`src/rtl/compk_accum_ctrl_if.sv`:
```
// Bundle between the K-compare accumulator controller and its environment.
// The slave side is the controller; the master side drives start/K/step/comp_out.
interface compk_accum_ctrl_if #(
    parameter int DW = 6
) ();
    logic          start;
    logic [DW-1:0] K_in;
    logic [DW-1:0] step;
    logic          comp_out;
    logic [DW-1:0] K_reg;
    logic [DW-1:0] temp_adder;
    logic [DW-1:0] count;
    logic          busy;
    logic          done;
    logic          ovf;
    logic          err;

    modport master (
        output start, K_in, step, comp_out,
        input  K_reg, temp_adder, count, busy, done, ovf, err
    );

    modport slave (
        input  start, K_in, step, comp_out,
        output K_reg, temp_adder, count, busy, done, ovf, err
    );
endinterface

```
`src/rtl/compk_accum_ctrl.sv`:
```
// Accumulates step into a running sum until the external compK reports
// K < sum, then reports how many additions it took.
module compk_accum_ctrl #(
    parameter int DW = 6
) (
    input logic               clk,
    input logic               rst,
    compk_accum_ctrl_if.slave bus
);
    typedef enum logic [1:0] {
        S_IDLE,
        S_ACCUM,
        S_DONE
    } state_t;

    state_t        r_state;
    state_t        w_next;
    logic [DW-1:0] r_k;
    logic [DW-1:0] r_step;
    logic [DW-1:0] r_sum;
    logic [DW-1:0] r_cnt;
    logic          r_ovf;
    logic          r_err;
    logic [DW-1:0] w_k;
    logic [DW-1:0] w_step;
    logic [DW-1:0] w_sum;
    logic [DW-1:0] w_cnt;
    logic          w_ovf;
    logic          w_err;
    logic [DW:0]   w_add;

    assign w_add = {1'b0, r_sum} + {1'b0, r_step};

    always_ff @(posedge clk or posedge rst) begin
        if (rst) begin
            r_state <= S_IDLE;
            r_k     <= '0;
            r_step  <= '0;
            r_sum   <= '0;
            r_cnt   <= '0;
            r_ovf   <= 1'b0;
            r_err   <= 1'b0;
        end else begin
            r_state <= w_next;
            r_k     <= w_k;
            r_step  <= w_step;
            r_sum   <= w_sum;
            r_cnt   <= w_cnt;
            r_ovf   <= w_ovf;
            r_err   <= w_err;
        end
    end

    always_comb begin
        w_next = r_state;
        w_k    = r_k;
        w_step = r_step;
        w_sum  = r_sum;
        w_cnt  = r_cnt;
        w_ovf  = r_ovf;
        w_err  = r_err;
        unique case (r_state)
            S_IDLE: begin
                if (bus.start) begin
                    w_k    = bus.K_in;
                    w_step = bus.step;
                    w_sum  = '0;
                    w_cnt  = '0;
                    w_ovf  = 1'b0;
                    w_err  = (bus.step == '0);
                    w_next = (bus.step == '0) ? S_DONE : S_ACCUM;
                end
            end
            S_ACCUM: begin
                // A carry ends the run with the last in-range sum kept.
                if (bus.comp_out) begin
                    w_next = S_DONE;
                end else if (w_add[DW]) begin
                    w_ovf  = 1'b1;
                    w_next = S_DONE;
                end else begin
                    w_sum = w_add[DW-1:0];
                    w_cnt = r_cnt + DW'(1);
                end
            end
            S_DONE: begin
                w_next = S_IDLE;
            end
            default: begin
                w_next = S_IDLE;
            end
        endcase
    end

    assign bus.K_reg      = r_k;
    assign bus.temp_adder = r_sum;
    assign bus.count      = r_cnt;
    assign bus.busy       = (r_state == S_ACCUM);
    assign bus.done       = (r_state == S_DONE);
    assign bus.ovf        = r_ovf;
    assign bus.err        = r_err;
endmodule
```
`src/flat_wrapper.sv`:
```
// flat-port wrapper written by rule: the top's interface ports become plain ports
module compk_accum_ctrl_flat 
#(
    parameter int DW = 6
)
  (clk, rst, bus_start, bus_K_in, bus_step, bus_comp_out, bus_K_reg, bus_temp_adder, bus_count, bus_busy, bus_done, bus_ovf, bus_err);
  compk_accum_ctrl_if #(.DW(DW)) bus_i ();
  input logic clk;
  input logic rst;
  input wire logic [$bits(bus_i.start)-1:0] bus_start;
  input wire logic [$bits(bus_i.K_in)-1:0] bus_K_in;
  input wire logic [$bits(bus_i.step)-1:0] bus_step;
  input wire logic [$bits(bus_i.comp_out)-1:0] bus_comp_out;
  output wire logic [$bits(bus_i.K_reg)-1:0] bus_K_reg;
  output wire logic [$bits(bus_i.temp_adder)-1:0] bus_temp_adder;
  output wire logic [$bits(bus_i.count)-1:0] bus_count;
  output wire logic [$bits(bus_i.busy)-1:0] bus_busy;
  output wire logic [$bits(bus_i.done)-1:0] bus_done;
  output wire logic [$bits(bus_i.ovf)-1:0] bus_ovf;
  output wire logic [$bits(bus_i.err)-1:0] bus_err;
  assign bus_i.start = bus_start;
  assign bus_i.K_in = bus_K_in;
  assign bus_i.step = bus_step;
  assign bus_i.comp_out = bus_comp_out;
  assign bus_K_reg = bus_i.K_reg;
  assign bus_temp_adder = bus_i.temp_adder;
  assign bus_count = bus_i.count;
  assign bus_busy = bus_i.busy;
  assign bus_done = bus_i.done;
  assign bus_ovf = bus_i.ovf;
  assign bus_err = bus_i.err;
  compk_accum_ctrl #(.DW(DW)) u_core (.clk(clk), .rst(rst), .bus(bus_i));
endmodule
```
`config.mk`:
```
export PLATFORM = sky130hd
export DESIGN_NAME = compk_accum_ctrl_flat
export DESIGN_NICKNAME = d
export VERILOG_FILES = /design/src/rtl/compk_accum_ctrl_if.sv /design/src/rtl/compk_accum_ctrl.sv /design/src/flat_wrapper.sv
export SDC_FILE = /design/constraint.sdc
export NUM_CORES = 1
export LEC_CHECK = 0
export ABC_CLOCK_PERIOD_IN_PS = 2050
export CAP_MARGIN = 15
export CORE_MARGIN = 1
export CORE_UTILIZATION = 40
export DETAILED_ROUTE_END_ITERATION = 6
export PLACE_DENSITY = 0.7
export REMOVE_ABC_BUFFERS = 1
export SLEW_MARGIN = 10
export SYNTH_ARGS = -nofsm -noshare
export SYNTH_HDL_FRONTEND = slang
export SYNTH_SLANG_ARGS = --single-unit
```
`constraint.sdc`:
```
create_clock -name clk -period 2.05 [get_ports clk]
set_input_delay 0.3075 -clock clk [delete_from_list [all_inputs] [get_ports clk]]
set_output_delay 0.3075 -clock clk [all_outputs]
set_load 0.05 [all_outputs]
```
# Word level (Yosys, flattened, before mapping)
# Cells that the tools add are included.
dict set report classes {
  n_mux 16
  n_eq_ne 7
  order_cmp 0
  n_mul 0
  n_shift 0
  n_reduce_logical 7
  bitwise_logic 0
  div 0
  addsub 2
}
# op n
set ops {}
lappend ops {{$mux 6} 5}
lappend ops {{$pmux 6 s2} 2}
lappend ops {{$mux 2} 4}
lappend ops {{$reduce_and 4->1} 2}
lappend ops {{$add 6x6->7} 1}
lappend ops {{$add 6x1->6 const B} 1}
lappend ops {{$logic_not 6->1} 1}
lappend ops {{$ne 2x2->1 const B} 3}
lappend ops {{$pmux 2 s2} 1}
lappend ops {{$reduce_and 2->1} 2}
lappend ops {{$mux 1} 3}
lappend ops {{$ne 3x2->1 const B} 1}
lappend ops {{$eq 2x1->1 const B} 1}
lappend ops {{$eq 2x2->1 const B} 1}
lappend ops {{$logic_not 2->1} 1}
lappend ops {{$ne 2x1->1 const B} 1}
lappend ops {{$pmux 1 s2} 1}
lappend ops {{$reduce_bool 2->1} 1}
dict set report totals {
  wordCells 39
  in_bits 16
  ff_bits 28
  out_inout_bits 22
  ramBits 0
  mem_count 0
  latchBits 0
  mem_bits_ro 0
}

# Depth between registers and ports, before layout
dict set report logic_depth {
  depth_word 4
  ltp_mapped 7
  mapped_depth_nobuf 6
}

# Least setup slack after synthesis
# OpenSTA, ideal clock, no wires.
dict set report synth_timing {
  kind {flip-flop to flip-flop}
  start {register u_core.r_sum[0] (netlist: u_core.bus.temp_adder[0])}
  end {register u_core.r_cnt[4] (netlist: u_core.bus.count[4])}
  setup_time_ns 0.124
  path_buffers 0
  path_slack_ns -0.293
  path_stages_with_launch 7
  arrival_time_ns 2.219
  required_ns 1.926
  cell_sequence {dfrtp_1 > ha_1 > fa_1 > a211oi_4 > o211a_4 > nor2_2 > a211o_1}
}
dict set report synth_via {
  elab_chain_cells 3
}
# element line_no
set synth_lines {}
lappend synth_lines {{start, declared} compk_accum_ctrl.sv:20} ;# logic [DW-1:0] r_sum;
lappend synth_lines {{start signal, assigned} compk_accum_ctrl.sv:47} ;# r_sum <= w_sum;
lappend synth_lines {{$add 6x6->7} compk_accum_ctrl.sv:32} ;# assign w_add = {1'b0, r_sum} + {1'b0, r_step};
lappend synth_lines {{$ne 2x2->1 (no source line)} -}
lappend synth_lines {{$reduce_and 4->1 (no source line)} -}
lappend synth_lines {{end signal, assigned} compk_accum_ctrl.sv:48} ;# r_cnt <= w_cnt;
lappend synth_lines {{end, declared} compk_accum_ctrl.sv:21} ;# logic [DW-1:0] r_cnt;
# No other way between the ends.
# A chain may end at the register's enable or synchronous reset.

# Worst setup path in the final report
dict set report layout_timing {
  start {register u_core.r_step[0]}
  end {register u_core.r_cnt[4] (netlist: u_core.bus.count[4])}
}
dict set report layout_via {
  elab_chain_cells 3
}
# element line_no
set layout_lines {}
lappend layout_lines {{start, declared} compk_accum_ctrl.sv:19} ;# logic [DW-1:0] r_step;
lappend layout_lines {{start signal, assigned} compk_accum_ctrl.sv:46} ;# r_step <= w_step;
lappend layout_lines {{$add 6x6->7} compk_accum_ctrl.sv:32}
lappend layout_lines {{$ne 2x2->1 (no source line)} -}
lappend layout_lines {{$reduce_and 4->1 (no source line)} -}
# No other way between the ends.

==> flow_metrics.tcl <==
set metrics [dict create \
    start_util_pct 41.4 \
    synth_xor_area_share_pct 1.16 \
    root_buffer "clkbuf_8" \
    critPathSlowestCell "dfrtp_1" \
    cts_hold_buffers 0 \
    worst_pin_slew_ns 0.568 \
    clk_pin_slew_ns 0.09 \
    synthAdderAreaFrac_pct 7.10 \
    area_delta_synth_final_pct 37.5 \
    io_buffers 37 \
    drtAntennaViolNets 0 \
    finalNetCount 230 \
    cellPowerDensity_nw_per_um2 1570 \
    startpoint_type "register" \
    via_per_inst 5.15 \
    run_status "completed" \
    synth_area_leaders "dfrtp_1, nand2_1, ha_1" \
    htree_levels 1 \
    report.final.slew_viol_count 0 \
    final-setup-viol-count 0 \
    worstPathArrival_ns 2.21 \
    rsz0062_at_grt "yes" \
    min_period_over_period_pct 99.3 \
    ys.flop_type "dfrtp_1" \
    finClkSkew_ns 0.00295 \
    maxSlewHeadroom_pct 62.0 \
    drive_above_1_share_pct 15.1 \
    num_vias 1303 \
    grt-ovfl-total 0 \
    grt_pass1_wl_um 6180 \
    clockBufferDepth 2 \
    cts_buffers 3 \
    hp-class "input port to async pin" \
    ys_seq_area_share_pct 46.2 \
    place_inst 249 \
    hold_ws_ns 0.378 \
    track_usage_pct 19.7 \
    ir_drop_uv 836 \
    postRouteWirelength_um 3620 \
    yosys.area.top_type "dfrtp_1" \
    hold_viol 0 \
    drtIter0Drc 47 \
    die_h_um 63.6 \
    ys_top_cells_by_count "nand2_1, dfrtp_1, nand3_1" \
    synth_seq_cells 28 \
    post_cts.repair.setup_buffers 0 \
    worst-setup-path-type "register to register" \
    gp_congestion 0.876 \
    antenna_found_initial 0 \
    cts_num_sinks 28 \
    cp-end-kind "register" \
    nFillCells 296 \
    avgSynthCellArea_um2 9.66 \
    coreArea_um2 3660 \
    period_needed_ns 2.04 \
    synth_mux_area_share_pct 1.32 \
    yosys_warnings 0 \
    synth_edf_count 0 \
    grt_max_degree 29 \
    die_width_um 63.6 \
    synth_top_family_by_area "simple AND/OR/NAND/NOR gates" \
    drt-pass1-iter-count 4 \
    n_antenna_cell 0 \
    stdcell_count 253 \
    power_leakage_uw 0.000964 \
    crit_fanout 7 \
    synth_simple_gate_area_share_pct 22.9 \
    syn-instance-count 157 \
    synth_compound_area_share_pct 18.2 \
    synth.distinct_cells 39 \
    grt_pass1_vias 1364 \
    io_pins 38 \
    tns_ns 0 \
    netlist.area_leader.share_pct 46.2 \
    synthesis.area_um2 1520 \
    async_reset_ff_share_pct 100 \
    crit_path_cell_trace "ha_2, fa_2, a211oi_4, o211a_4, nor2_4, a211o_1" \
    clk_latency_ns 0.28 \
    wl_per_cell_um 14.3 \
    hpwl_um 2810 \
    fmax_mhz 491 \
    dieArea_um2 4040 \
    required_ns 2.22 \
    critical_path.max_stage_delay_ns 0.41 \
    placementRows 22 \
    cap_violations 0 \
    yosysMostFrequentCell "nand2_1" \
    drc_errors 0 \
    cts_tree "built" \
]
## critical path, delay by kind of cell (launching register included)
kind,cells,cell delay (ns)
AOI/OAI and AO/OA,3,0.88
adders and majority gates,2,0.56
DFF,1,0.41
and+or+nand+nor,1,0.07
## final cells by class
type / count / area, µm² / area share (%)
Multi-Input combinational cell: 119 / 778 / 37.3
Timing Repair Buffer: 50 / 475 / 22.8
Tap cell: 48 / 60.1 / 2.88
Clock buffer: 4 / 55.1 / 2.64
Sequential cell: 28 / 701 / 33.6
Inverter: 4 / 15.0 / 0.720
## stage by stage
step           setup WS (ns)  power, µW  cell area, µm²  util (%)
6_report              0.0146       3280            2080      56.9
3_3_place_gp         -0.0203       2850            2020      55.2
3_5_place_dp         -0.0721       2930            2020      55.2
2_1_floorplan         -0.323       2210            1480         -
5_1_grt              -0.0587       3500            2080      56.9
4_1_cts               0.0332       3280            2080      56.8
## power breakdown
group	internal, µW	switching (µW)	leakage, µW
combinational	749	1250	0.000571
clock	172	172	0.0000288
sequential	757	179	0.000365
## cells by family after synthesis
family,count (synthesis)
buffers and inverters,10
AOI/OAI and AO/OA,33
DFF,28
and+or+nand+nor,74
xor gates and xnor gates,2
adders and majority gates,8
muxes,2
## metal layers
metal  vias to the layer above  GRT usage, %  wire [µm]
met3                         5          3.62        154
li1                        642             -          -
met2                        36          34.0       1860
met4                         0          8.24         40
met5                         -             0          0
met1                       620          23.9       1570
## what timing repair did
action	in CTS	in global routing
resized for setup	2	1
pin swaps	1	0
setup endpoints to repair	8	5
## placed cells by master, fill, tap and decap left out, drive strengths merged, types with 2 or more instances in the layout
cell           count
nor2               8
a21oi              9
nor3b              2
nor3               2
mux2i              2
clkbuf             4
o211ai             4
clkdlybuf4s50     35
ha                 7
inv                4
dfrtp             28
and3               2
buf               15
o31ai              3
nand2b             2
nand2             45
nand3              9
a21o               3
o21ai              7
## worst paths after layout
path                       slack (ns)  depth (start not counted)        startpoint                   to
setup / recovery                 0.01                          6  u_core.r_step[0]  u_core.bus.count[4]
setup reg to reg                 0.01                          6  u_core.r_step[0]  u_core.bus.count[4]
max in group asynchronous        1.41                          3               rst  u_core.bus.count[4]
hold reg to reg                  0.49                          2  u_core.r_step[5]     u_core.r_step[5]
min in group clk                 0.49                          2  u_core.r_step[5]     u_core.r_step[5]
hold / removal                   0.38                          3               rst  u_core.bus.count[0]
No activity file was read; power rests on OpenSTA's default activity.
